File: config.mk
export PLATFORM = sky130hd
export DESIGN_NAME = vga_timing_ctrl
export DESIGN_NICKNAME = d
export VERILOG_FILES = /design/src/rtl/vga_timing_ctrl.sv
export SDC_FILE = /design/constraint.sdc
export NUM_CORES = 1
export LEC_CHECK = 0
export CORE_MARGIN = 1.5
export CORE_UTILIZATION = 47
export CTS_BUF_LIST = sky130_fd_sc_hd__clkbuf_2 sky130_fd_sc_hd__clkbuf_4 sky130_fd_sc_hd__clkbuf_8
export DETAILED_ROUTE_END_ITERATION = 10
export GPL_ROUTABILITY_DRIVEN = 0
export PLACE_DENSITY = 0.82
export SYNTH_ARGS = -nofsm -noshare
export SYNTH_HDL_FRONTEND = slang
export SYNTH_SLANG_ARGS = --single-unit
File: constraint.sdc
create_clock -name vga_clk -period 2.9 [get_ports vga_clk]
set_clock_uncertainty 0.05 [all_clocks]
set_input_delay 0.58 -clock vga_clk [delete_from_list [all_inputs] [get_ports vga_clk]]
set_output_delay 0.58 -clock vga_clk [all_outputs]
set_load 0.005 [all_outputs]
File: src/rtl/vga_timing_ctrl.sv
// 640x480@60 VGA timing: counters, syncs, one-clock-early pixel requests and gated RGB.
// Optional feature: define VGA_BORDER_EN to force a white frame border on the active area.
module vga_timing_ctrl #(
  parameter int H_SYNC  = 96,
  parameter int H_BACK  = 48,
  parameter int H_VALID = 640,
  parameter int H_FRONT = 16,
  parameter int H_TOTAL = 800,
  parameter int V_SYNC  = 2,
  parameter int V_BACK  = 33,
  parameter int V_VALID = 480,
  parameter int V_FRONT = 10,
  parameter int V_TOTAL = 525
) (
  input  logic        vga_clk,
  input  logic        sys_rst_n,
  input  logic [15:0] pix_data,
  output logic [9:0]  pix_x,
  output logic [9:0]  pix_y,
  output logic        hsync,
  output logic        vsync,
  output logic [15:0] rgb,
  output logic        rgb_valid,
  output logic        frame_start
);

  localparam logic [9:0] H_LAST      = 10'(H_TOTAL - 1);
  localparam logic [9:0] V_LAST      = 10'(V_TOTAL - 1);
  localparam logic [9:0] H_SYNC_END  = 10'(H_SYNC);
  localparam logic [9:0] V_SYNC_END  = 10'(V_SYNC);
  localparam logic [9:0] H_ACT_START = 10'(H_SYNC + H_BACK);
  localparam logic [9:0] H_ACT_END   = 10'(H_SYNC + H_BACK + H_VALID - 1);
  localparam logic [9:0] V_ACT_START = 10'(V_SYNC + V_BACK);
  localparam logic [9:0] V_ACT_END   = 10'(V_SYNC + V_BACK + V_VALID - 1);
  localparam logic [9:0] H_REQ_START = 10'(H_SYNC + H_BACK - 1);
  localparam logic [9:0] H_REQ_END   = 10'(H_SYNC + H_BACK + H_VALID - 2);

  logic [9:0] cnt_h_q, cnt_h_d;
  logic [9:0] cnt_v_q, cnt_v_d;
  logic       frame_start_q, frame_start_d;
  logic       h_end, v_end;
  logic       act_h, act_v, req_h, pix_req;

  always_comb begin
    h_end         = (cnt_h_q == H_LAST);
    v_end         = (cnt_v_q == V_LAST);
    cnt_h_d       = h_end ? 10'd0 : cnt_h_q + 10'd1;
    cnt_v_d       = cnt_v_q;
    if (h_end) begin
      cnt_v_d = v_end ? 10'd0 : cnt_v_q + 10'd1;
    end
    // The pulse lands on the same edge that wraps both counters back to (0,0).
    frame_start_d = h_end && v_end;
  end

  always_ff @(posedge vga_clk or negedge sys_rst_n) begin
    if (!sys_rst_n) begin
      cnt_h_q       <= 10'd0;
      cnt_v_q       <= 10'd0;
      frame_start_q <= 1'b0;
    end else begin
      cnt_h_q       <= cnt_h_d;
      cnt_v_q       <= cnt_v_d;
      frame_start_q <= frame_start_d;
    end
  end

  // Requests lead the displayed pixel by one clock to cover the pattern generator's register.
  always_comb begin
    act_h   = (cnt_h_q >= H_ACT_START) && (cnt_h_q <= H_ACT_END);
    act_v   = (cnt_v_q >= V_ACT_START) && (cnt_v_q <= V_ACT_END);
    req_h   = (cnt_h_q >= H_REQ_START) && (cnt_h_q <= H_REQ_END);
    pix_req = req_h && act_v;
    pix_x   = pix_req ? (cnt_h_q - H_REQ_START) : 10'h3FF;
    pix_y   = pix_req ? (cnt_v_q - V_ACT_START) : 10'h3FF;
  end

  assign hsync       = (cnt_h_q < H_SYNC_END);
  assign vsync       = (cnt_v_q < V_SYNC_END);
  assign rgb_valid   = act_h && act_v;
  assign frame_start = frame_start_q;

`ifdef VGA_BORDER_EN
  logic border;

  always_comb begin
    border = (cnt_h_q == H_ACT_START) || (cnt_h_q == H_ACT_END) ||
             (cnt_v_q == V_ACT_START) || (cnt_v_q == V_ACT_END);
    rgb    = rgb_valid ? (border ? 16'hFFFF : pix_data) : 16'h0000;
  end
`else
  assign rgb = rgb_valid ? pix_data : 16'h0000;
`endif

endmodule

# After elaboration in Yosys (flattened, before gate mapping)
# Index checks and enable logic that the tools add are counted.
# totals
regBits	21
inputBits	18
# op_classes
add_sub_neg	4
eq_ne	2
n_lt_le_gt_ge	8
reduce_logical	6
mux	5
# ops
operator	n
$mux W10	4
$le A10 B10 Y1 const B	3
$add A10 B1 Y10 const B	2
$eq A10 B10 Y1 const B	2
$ge A10 B8 Y1 const B	2
$mux W16	1
$ge A10 B6 Y1 const B	1
$lt A10 B2 Y1 const B	1
$lt A10 B7 Y1 const B	1
$sub A10 B6 Y10 const B	1
$sub A10 B8 Y10 const B	1
$logic_and A1 B1 Y1	6

# Logic depth before layout (Yosys ltp)
# Gate-level depths: netlist of the first run.
# logic_depth
depth_word	4
depth_mapped	7
depth_no_buf	6

# Worst setup path after synthesis of the first run
# No wires, ideal clock.
# synth_timing
path_type	reg2out
startpoint	register cnt_h_q[0]
endpoint	output port pix_x[4]
required_ns	2.270
t_arrival_ns	1.815
n_path_buf	1
slack_ns	0.455
stages_incl_launch_ff	7
cell_sequence	dfrtp_1 -> ha_1 -> a311o_1 -> o21ai_0 -> a22oi_2 -> clkbuf_1 -> nand3_1
# synth_via
elab_chain_cells	4
# synth_lines
element	line	rtl
from (decl)	38	logic [9:0] cnt_h_q, cnt_h_d;
from (signal assigned)	62	cnt_h_q <= cnt_h_d;
$ge A10 B8 Y1 or $le A10 B10 Y1 (tied branches)	72	req_h = (cnt_h_q >= H_REQ_START) && (cnt_h_q <= H_REQ_END);
$logic_and A1 B1 Y1	72	
$logic_and A1 B1 Y1	73	pix_req = req_h && act_v;
$mux W10 (*)	74	pix_x = pix_req ? (cnt_h_q - H_REQ_START) : 10'h3FF;
to (decl)	18	output logic [9:0] pix_x,
# Every way passes the cells marked *; elsewhere a longest branch is shown, timed or not.

# Worst setup path in the final report of the first run
# layout_timing
startpoint	register cnt_v_q[0]
endpoint	output port pix_x[8]
# layout_via
elab_chain_cells	4
# layout_lines
element	line	rtl
from (decl)	39	logic [9:0] cnt_v_q, cnt_v_d;
from (signal assigned)	63	cnt_v_q <= cnt_v_d;
$ge A10 B6 Y1 or $le A10 B10 Y1 (tied branches)	71	act_v = (cnt_v_q >= V_ACT_START) && (cnt_v_q <= V_ACT_END);
$logic_and A1 B1 Y1 (*)	71	
$logic_and A1 B1 Y1 (*)	73	
$mux W10 (*)	74	
# Marked as above.

==> results of run 1 <==
critical path, stage by stage, from the launching register on:
cell	delay, ns
dfrtp_1	0.43
ha_2	0.20
or4_4	0.44
a2bb2oi_4	0.22
a21oi_2	0.08
buf_4	0.14
buf_4	0.12
buf_6	0.13
nand3_1	0.08
clkbuf_2	0.13
power groups by stage:
| stage | sequential (mW) | clock [mW] | combinational [mW] |
|---|---|---|---|
| 2_1_floorplan | 0.298 | 0 | 0.000161 |
| 3_3_place_gp | 0.298 | 0 | 0.0288 |
| 3_5_place_dp | 0.298 | 0 | 0.0293 |
| 4_1_cts | 0.292 | 0.218 | 0.0294 |
| 5_1_grt | 0.293 | 0.231 | 0.0318 |
| 6_report | 0.292 | 0.213 | 0.0291 |
metal layers:
layer	up-vias	routed length, um	part of all wire	track usage
li1	858	-	-	-
met1	871	2270	0.42	0.362
met2	85	2640	0.49	0.439
met3	9	375	0.070	0.0375
met4	0	82	0.015	0.0870
met5	-	0	0	0
worst paths after layout:
| check | from | to | slack (ns) | depth (start not counted) |
|---|---|---|---|---|
| max in group asynchronous | sys_rst_n | cnt_h_q[9] | 1.98 | 2 |
| worst max register to register | cnt_h_q[0] | cnt_v_q[2] | 0.83 | 5 |
| worst min-delay path | cnt_h_q[0] | cnt_h_q[0] | 0.54 | 2 |
| worst max-delay path | cnt_v_q[0] | pix_x[8] | 0.03 | 9 |
| worst min register to register | cnt_h_q[0] | cnt_h_q[0] | 0.54 | 2 |
| min in group asynchronous | sys_rst_n | cnt_v_q[0] | 0.60 | 2 |
kinds of logic after synthesis:
| logic type | count (synthesis) | share of synthesized area |
|---|---|---|
| adders and majority gates | 5 | 0.0362 |
| and+or+nand+nor | 92 | 0.313 |
| xor gates and xnor gates | 20 | 0.101 |
| buffers and inverters | 25 | 0.0709 |
| DFF | 21 | 0.304 |
| AOI/OAI and AO/OA | 32 | 0.164 |
| muxes | 2 | 0.0116 |
per-stage QoR:
stage          total power, mW  instances
4_1_cts                  0.540        322
3_3_place_gp             0.327        306
6_report                 0.534        323
3_5_place_dp             0.328        306
5_1_grt                  0.555        323
2_1_floorplan            0.299        197
state kept, by name, indices dropped and copies added (netlist names):
signal and flops:
cnt_h_q 10, cnt_v_q 10, frame_start 1
final cells by class:
cell class	count	area [sq um]
Inverter	7	26.3
Sequential cell	21	526
Clock buffer	4	48.8
Tap cell	46	57.6
Multi-Input combinational cell	151	1140
Timing Repair Buffer	94	791
Fill cell	253	850
cells in the final DEF (no fill, tap or decap), drive strengths merged, types with 2 or more instances in the layout:
master,count
clkdlybuf4s50,20
buf,39
o31ai,2
ha,5
inv,7
clkdlybuf4s15,9
xor2,6
a2bb2oi,2
nand4,8
and3,2
mux2i,2
nand2,14
and2,18
a21oi,6
dfrtp,21
or4,2
o21ai,8
nand3,23
dlymetal6s2s,2
xnor2,14
and4,2
nor2,7
nor3,5
nor4,2
dlygate4sd2,10
clkbuf,18
nand3b,2
timing repair:
item | 4_1_cts | 5_1_grt
pin swaps | 5 | 3
buffers inserted | 12 | 2
gates resized for setup | 52 | 49
cloned | 1 | 0
endpoints found under the setup margin | 37 | 17
==> reports/summary.txt, run 1 <==
total CTS buffers = 3
first-pass GRT wire length = 8510 um
area post-placement = 2440 sq um
DR vias = 1823
Slew HR = 0.717
switching portion of total power = 0.212
GRT Residual Overflow = 0
synth cell count leaders = nand3_1 (22), dfrtp_1 (21), and2_1 (18)
pins over their slew limit = 0
Synth Warn # = 0
clk buf depth = 2
clock sink count = 21
Synth Cell Area = 1730 sq um
Clock power frac = 0.398
Initial Utilization = 0.502
H-tree Lvls = 1
fin crit period = 2.87 ns
Final setup viols = 0
worst skew pair latency = 0.27 ns
CP Max Fanout = 7
Die Height = 63.7 um
Post-Place Setup Slack = -0.0144 ns
PD cells = 206 nW/um^2
top cell type's share of synthesized area = 0.304
via/cell ratio = 5.64
P_sw = 0.113 mW
combinational power share = 0.054
largest net degree at the start of global routing = 22
WHS = 0.539 ns
internal power = 0.421 mW
Fin. Hold Viols = 0
fin crit share = 0.991
CP endpoint kind = output port
sequential power share = 0.547
worst hold path class = reg -> reg
vias in the first global route = 1725
Distinct cells, synth = 52
placed wire-length estimate = 3570 um
ys async rst share = 1.00
DR pass1 iterations = 4
crit path DAT = 2.24 ns
row cnt = 21
I/O Pins = 58
Util after Layout = 0.753
clk slew on worst S/H paths = 0.08 ns
Setup TNS = 0 ns
status = complete, no violations
Die X-Extent = 63.7 um
Design Area, Final = 2590 sq um
top-count cell post-synth = nand3_1
dominant cell type by area after synthesis = dfrtp_1
cell count after synthesis = 197
CTS Hold Bufs = 0
unrepaired setup endpoints after global routing = yes
Nets = 301
Total GRT Usage = 0.268
ranking of synthesized cells by area = dfrtp_1 (30%), xnor2_1 (7.1%), and2_1 (6.5%), nand3_1 (6.4%), ha_1 (3.6%)
core area = 3440 sq um
CTS tree = done
Syn Nets = 220
Layout area overhead = 49.9%
DRT Wirelength = 5370 um
initial antenna violation count = 0
share of cells above drive strength 1 = 0.292
clk root buf = clkbuf_8
Yosys reg bits = 21
die area = 4050 sq um
n_diodes = 0
Post-synth top flop = dfrtp_1
Detail Route Antenna Nets = 0
Seq/Total Area, Yosys = 0.304
Max Clk Rate = 0.348 GHz
measured slew at the worst slew-check pin = 0.421 ns
number of flops mapped to enable cells by yosys = 0
Mean Syn Cell Area = 8.78 sq um
post-DR wirelength/cell = 16.6 um
crit start category = flip-flop
Setup CP Type = reg -> out
final worst setup slack = 0.0265 ns
peak supply drop = 143 uV
DR iter-0 viols = 173
Post-route DRC = 0
Critical Path RT = 2.27 ns
leak pwr = 1.20 nW
max-cap viol count = 0
Port Buffers = 57
Power figures use the tool's default switching activity.
==> inputs of run 2 (changes only) <==
--- a/config.mk
+++ b/config.mk
@@ -5,6 +5,7 @@
 export SDC_FILE = /design/constraint.sdc
 export NUM_CORES = 1
 export LEC_CHECK = 0
+export CORE_ASPECT_RATIO = 0.5
 export CORE_MARGIN = 1.5
 export CORE_UTILIZATION = 47
 export CTS_BUF_LIST = sky130_fd_sc_hd__clkbuf_2 sky130_fd_sc_hd__clkbuf_4 sky130_fd_sc_hd__clkbuf_8
==> run 2 against run 1 <==
Highest routed layer unchanged. The flow now finishes with violations (setup timing). Count of clock-buffer cells in the layout is 1 lower. Largest power group unchanged. Routed wire length is 5.9% higher. Worst hold slack better by 0.0098 ns. Global-route usage is 2.5 points lower. Setup slack worse by 0.15 ns.
==> reports/summary.txt, run 2 (synthesis results as in run 1) <==
status = complete, but fails checks
failing checks = setup timing
area of the multi-input gates = 1130 sq um (-0.77%)
crit path DAT = 2.40 ns (+0.16 ns)
row cnt = 15 (-29%)
Max Clk Rate = 0.330 GHz (-5.1%)
worst path bufs/invs = 1 (-3)
WHS Endpoint = cnt_v_q[9]
Clock power frac = 0.390 (-0.008)
crit start category = flip-flop
placed wire-length estimate = 3480 um (-2.5%)
Post-route DRC = 0 (unchanged)
P_sw = 0.117 mW (+3.6%)
sequential power share = 0.555 (+0.008)
worst hold path class = reg -> reg
DR vias = 1919 (+5.3%)
CTS tree = done
critical path's largest stage delay = 0.53 ns (+0.09 ns)
Port Buffers = 57 (unchanged)
GRT Residual Overflow = 0 (unchanged)
CP top delay family = simple AND/OR/NAND/NOR gates
share of cells above drive strength 1 = 0.274 (-0.0184)
Worst Reg-to-Reg Cells = 5 (unchanged)
pins over their slew limit = 0 (unchanged)
DR pass1 iterations = 4 (unchanged)
core area = 3470 sq um (+0.87%)
max-cap viol count = 0 (unchanged)
Critical Path RT = 2.27 ns (about the same)
Detail Route Antenna Nets = 0 (unchanged)
Slowest-stage cell, CP = clkdlybuf4s50_1
final worst setup slack = -0.128 ns (-0.154 ns)
internal power = 0.409 mW (-2.8%)
Reg2Reg Setup Slack = 0.81 ns (-0.02 ns)
register area = 526 sq um (unchanged)
Critical R2R Launch = cnt_h_q[0]
PD cells = 201 nW/um^2 (-2.3%)
first-pass GRT wire length = 7380 um (-13%)
Design Area, Final = 2620 sq um (+0.87%)
Total GRT Usage = 0.242 (-0.0255)
measured slew at the worst slew-check pin = 0.454 ns (+0.0325 ns)
via/cell ratio = 5.78 (+2.4%)
die area = 4070 sq um (+0.55%)
largest net degree at the start of global routing = 22 (unchanged)
combinational power share = 0.054 (about the same)
area post-placement = 2440 sq um (about the same)
worst hold start = cnt_v_q[9]
Nets = 305 (+1.3%)
total CTS buffers = 3 (unchanged)
I/O Pins = 58 (unchanged)
CP endpoint kind = output port
Initial Utilization = 0.498 (-0.00434)
r2r endpoint = cnt_v_q[7]
Post-Place Setup Slack = 0.0247 ns (+0.0391 ns)
clk root buf = clkbuf_8
DRT Wirelength = 5690 um (+5.9%)
DR iter-0 viols = 107 (-38%)
clk slew on worst S/H paths = 0.08 ns (about the same)
CP Max Fanout = 4 (-3)
clock sink count = 21 (unchanged)
switching portion of total power = 0.223 (+0.0107)
CTS Hold Bufs = 0 (unchanged)
fin crit share = 1.04 (+0.0532)
Final setup viols = 12 (+12)
worst skew pair latency = 0.27 ns (about the same)
Fin. Hold Viols = 0 (unchanged)
Hold Path Stages = 3 (+1)
initial antenna violation count = 0 (unchanged)
fin crit period = 3.03 ns (+0.154 ns)
Slew HR = 0.697 (-0.0195)
n_diodes = 0 (unchanged)
Die X-Extent = 88.8 um (+39%)
Die Height = 45.9 um (-28%)
Layout area overhead = 51.2%
post-DR wirelength/cell = 17.1 um (+3.0%)
leak pwr = 1.16 nW (-3.4%)
commonest cells after routing, fill and taps aside = buf_4 (35), nand3_1 (22), clkdlybuf4s50_1 (22)
unrepaired setup endpoints after global routing = yes
commonest non-fill, non-tap cell in the layout = buf_4
vias in the first global route = 1578 (-8.5%)
peak supply drop = 180 uV (+27%)
Setup CP Type = reg -> out
H-tree Lvls = 1 (unchanged)
number of fill cells = 228 (-9.9%)
clk buf depth = 2 (unchanged)
CP Cell Sequence = ha_2, or4_4, a2bb2oi_4, nand2_1, o211ai_1, clkdlybuf4s50_1
run 2: power groups by stage:
stage | Sequential, mW | Clock [mW] | Combinational [mW]
3_5_place_dp | 0.298 | 0 | 0.0295
6_report | 0.292 | 0.206 | 0.0287
4_1_cts | 0.292 | 0.206 | 0.0294
5_1_grt | 0.293 | 0.215 | 0.0315
2_1_floorplan | 0.298 | 0 | 0.000161
3_3_place_gp | 0.298 | 0 | 0.0290
run 2: worst max path at each step:
stage / from / endpoint / cells past startpoint / slack [ns]
final: cnt_v_q[0] / pix_x[9] / 6 / -0.13
after CTS: cnt_v_q[0] / pix_x[6] / 6 / -0.15
after detailed placement: cnt_v_q[2] / pix_x[6] / 6 / 0.02
after global routing: cnt_h_q[0] / pix_x[2] / 7 / -0.18
after global placement: cnt_v_q[2] / rgb[11] / 6 / 0.06
after floorplan: cnt_h_q[0] / pix_x[4] / 6 / 0.45
run 2: repair_timing:
item	in CTS	in global routing
pin swaps	5	9
gates cloned	0	2
resized for setup	35	43
buffers inserted	5	15
endpoints found under the setup margin	37	26
run 2: tightest hold or removal path: cells and delay by family (launching register included):
family	cells	cell delay, ns
buffers and inverters	1	0.06
flip-flops	1	0.38
AO/OA/AOI/OAI	1	0.07
AND/OR/NAND/NOR	1	0.05
run 2: metal layers:
| metal | up-vias | global-route usage | share of wire | routed length [um] |
|---|---|---|---|---|
| li1 | 869 | - | - | - |
| met1 | 923 | 0.287 | 0.41 | 2320 |
| met2 | 115 | 0.424 | 0.47 | 2700 |
| met3 | 12 | 0.0670 | 0.10 | 576 |
| met4 | 0 | 0.100 | 0.016 | 93 |
| met5 | - | 0 | 0 | 0 |
run 2: final cells by class:
class | instances | share of cell area
flip-flops and latches | 21 | 0.201
multi-input cells | 153 | 0.434
clock buffers | 3 | 0.0158
well taps | 51 | 0.0244
clock inverters | 1 | 0.00191
repair buffers | 96 | 0.313
inverters | 7 | 0.0100
run 2: through the flow:
| stage | hold WS (ns) | power [mW] | setup TNS [ns] | util | instances |
|---|---|---|---|---|---|
| floorplan | 0.234 | 0.299 | 0 | - | 197 |
| global placement | 0.494 | 0.327 | 0 | 0.703 | 310 |
| detailed placement | 0.514 | 0.328 | 0 | 0.703 | 310 |
| CTS | 0.547 | 0.528 | -0.962 | 0.729 | 319 |
| global route | 0.596 | 0.539 | -1.67 | 0.753 | 332 |
| finish | 0.549 | 0.527 | -1.06 | 0.753 | 332 |
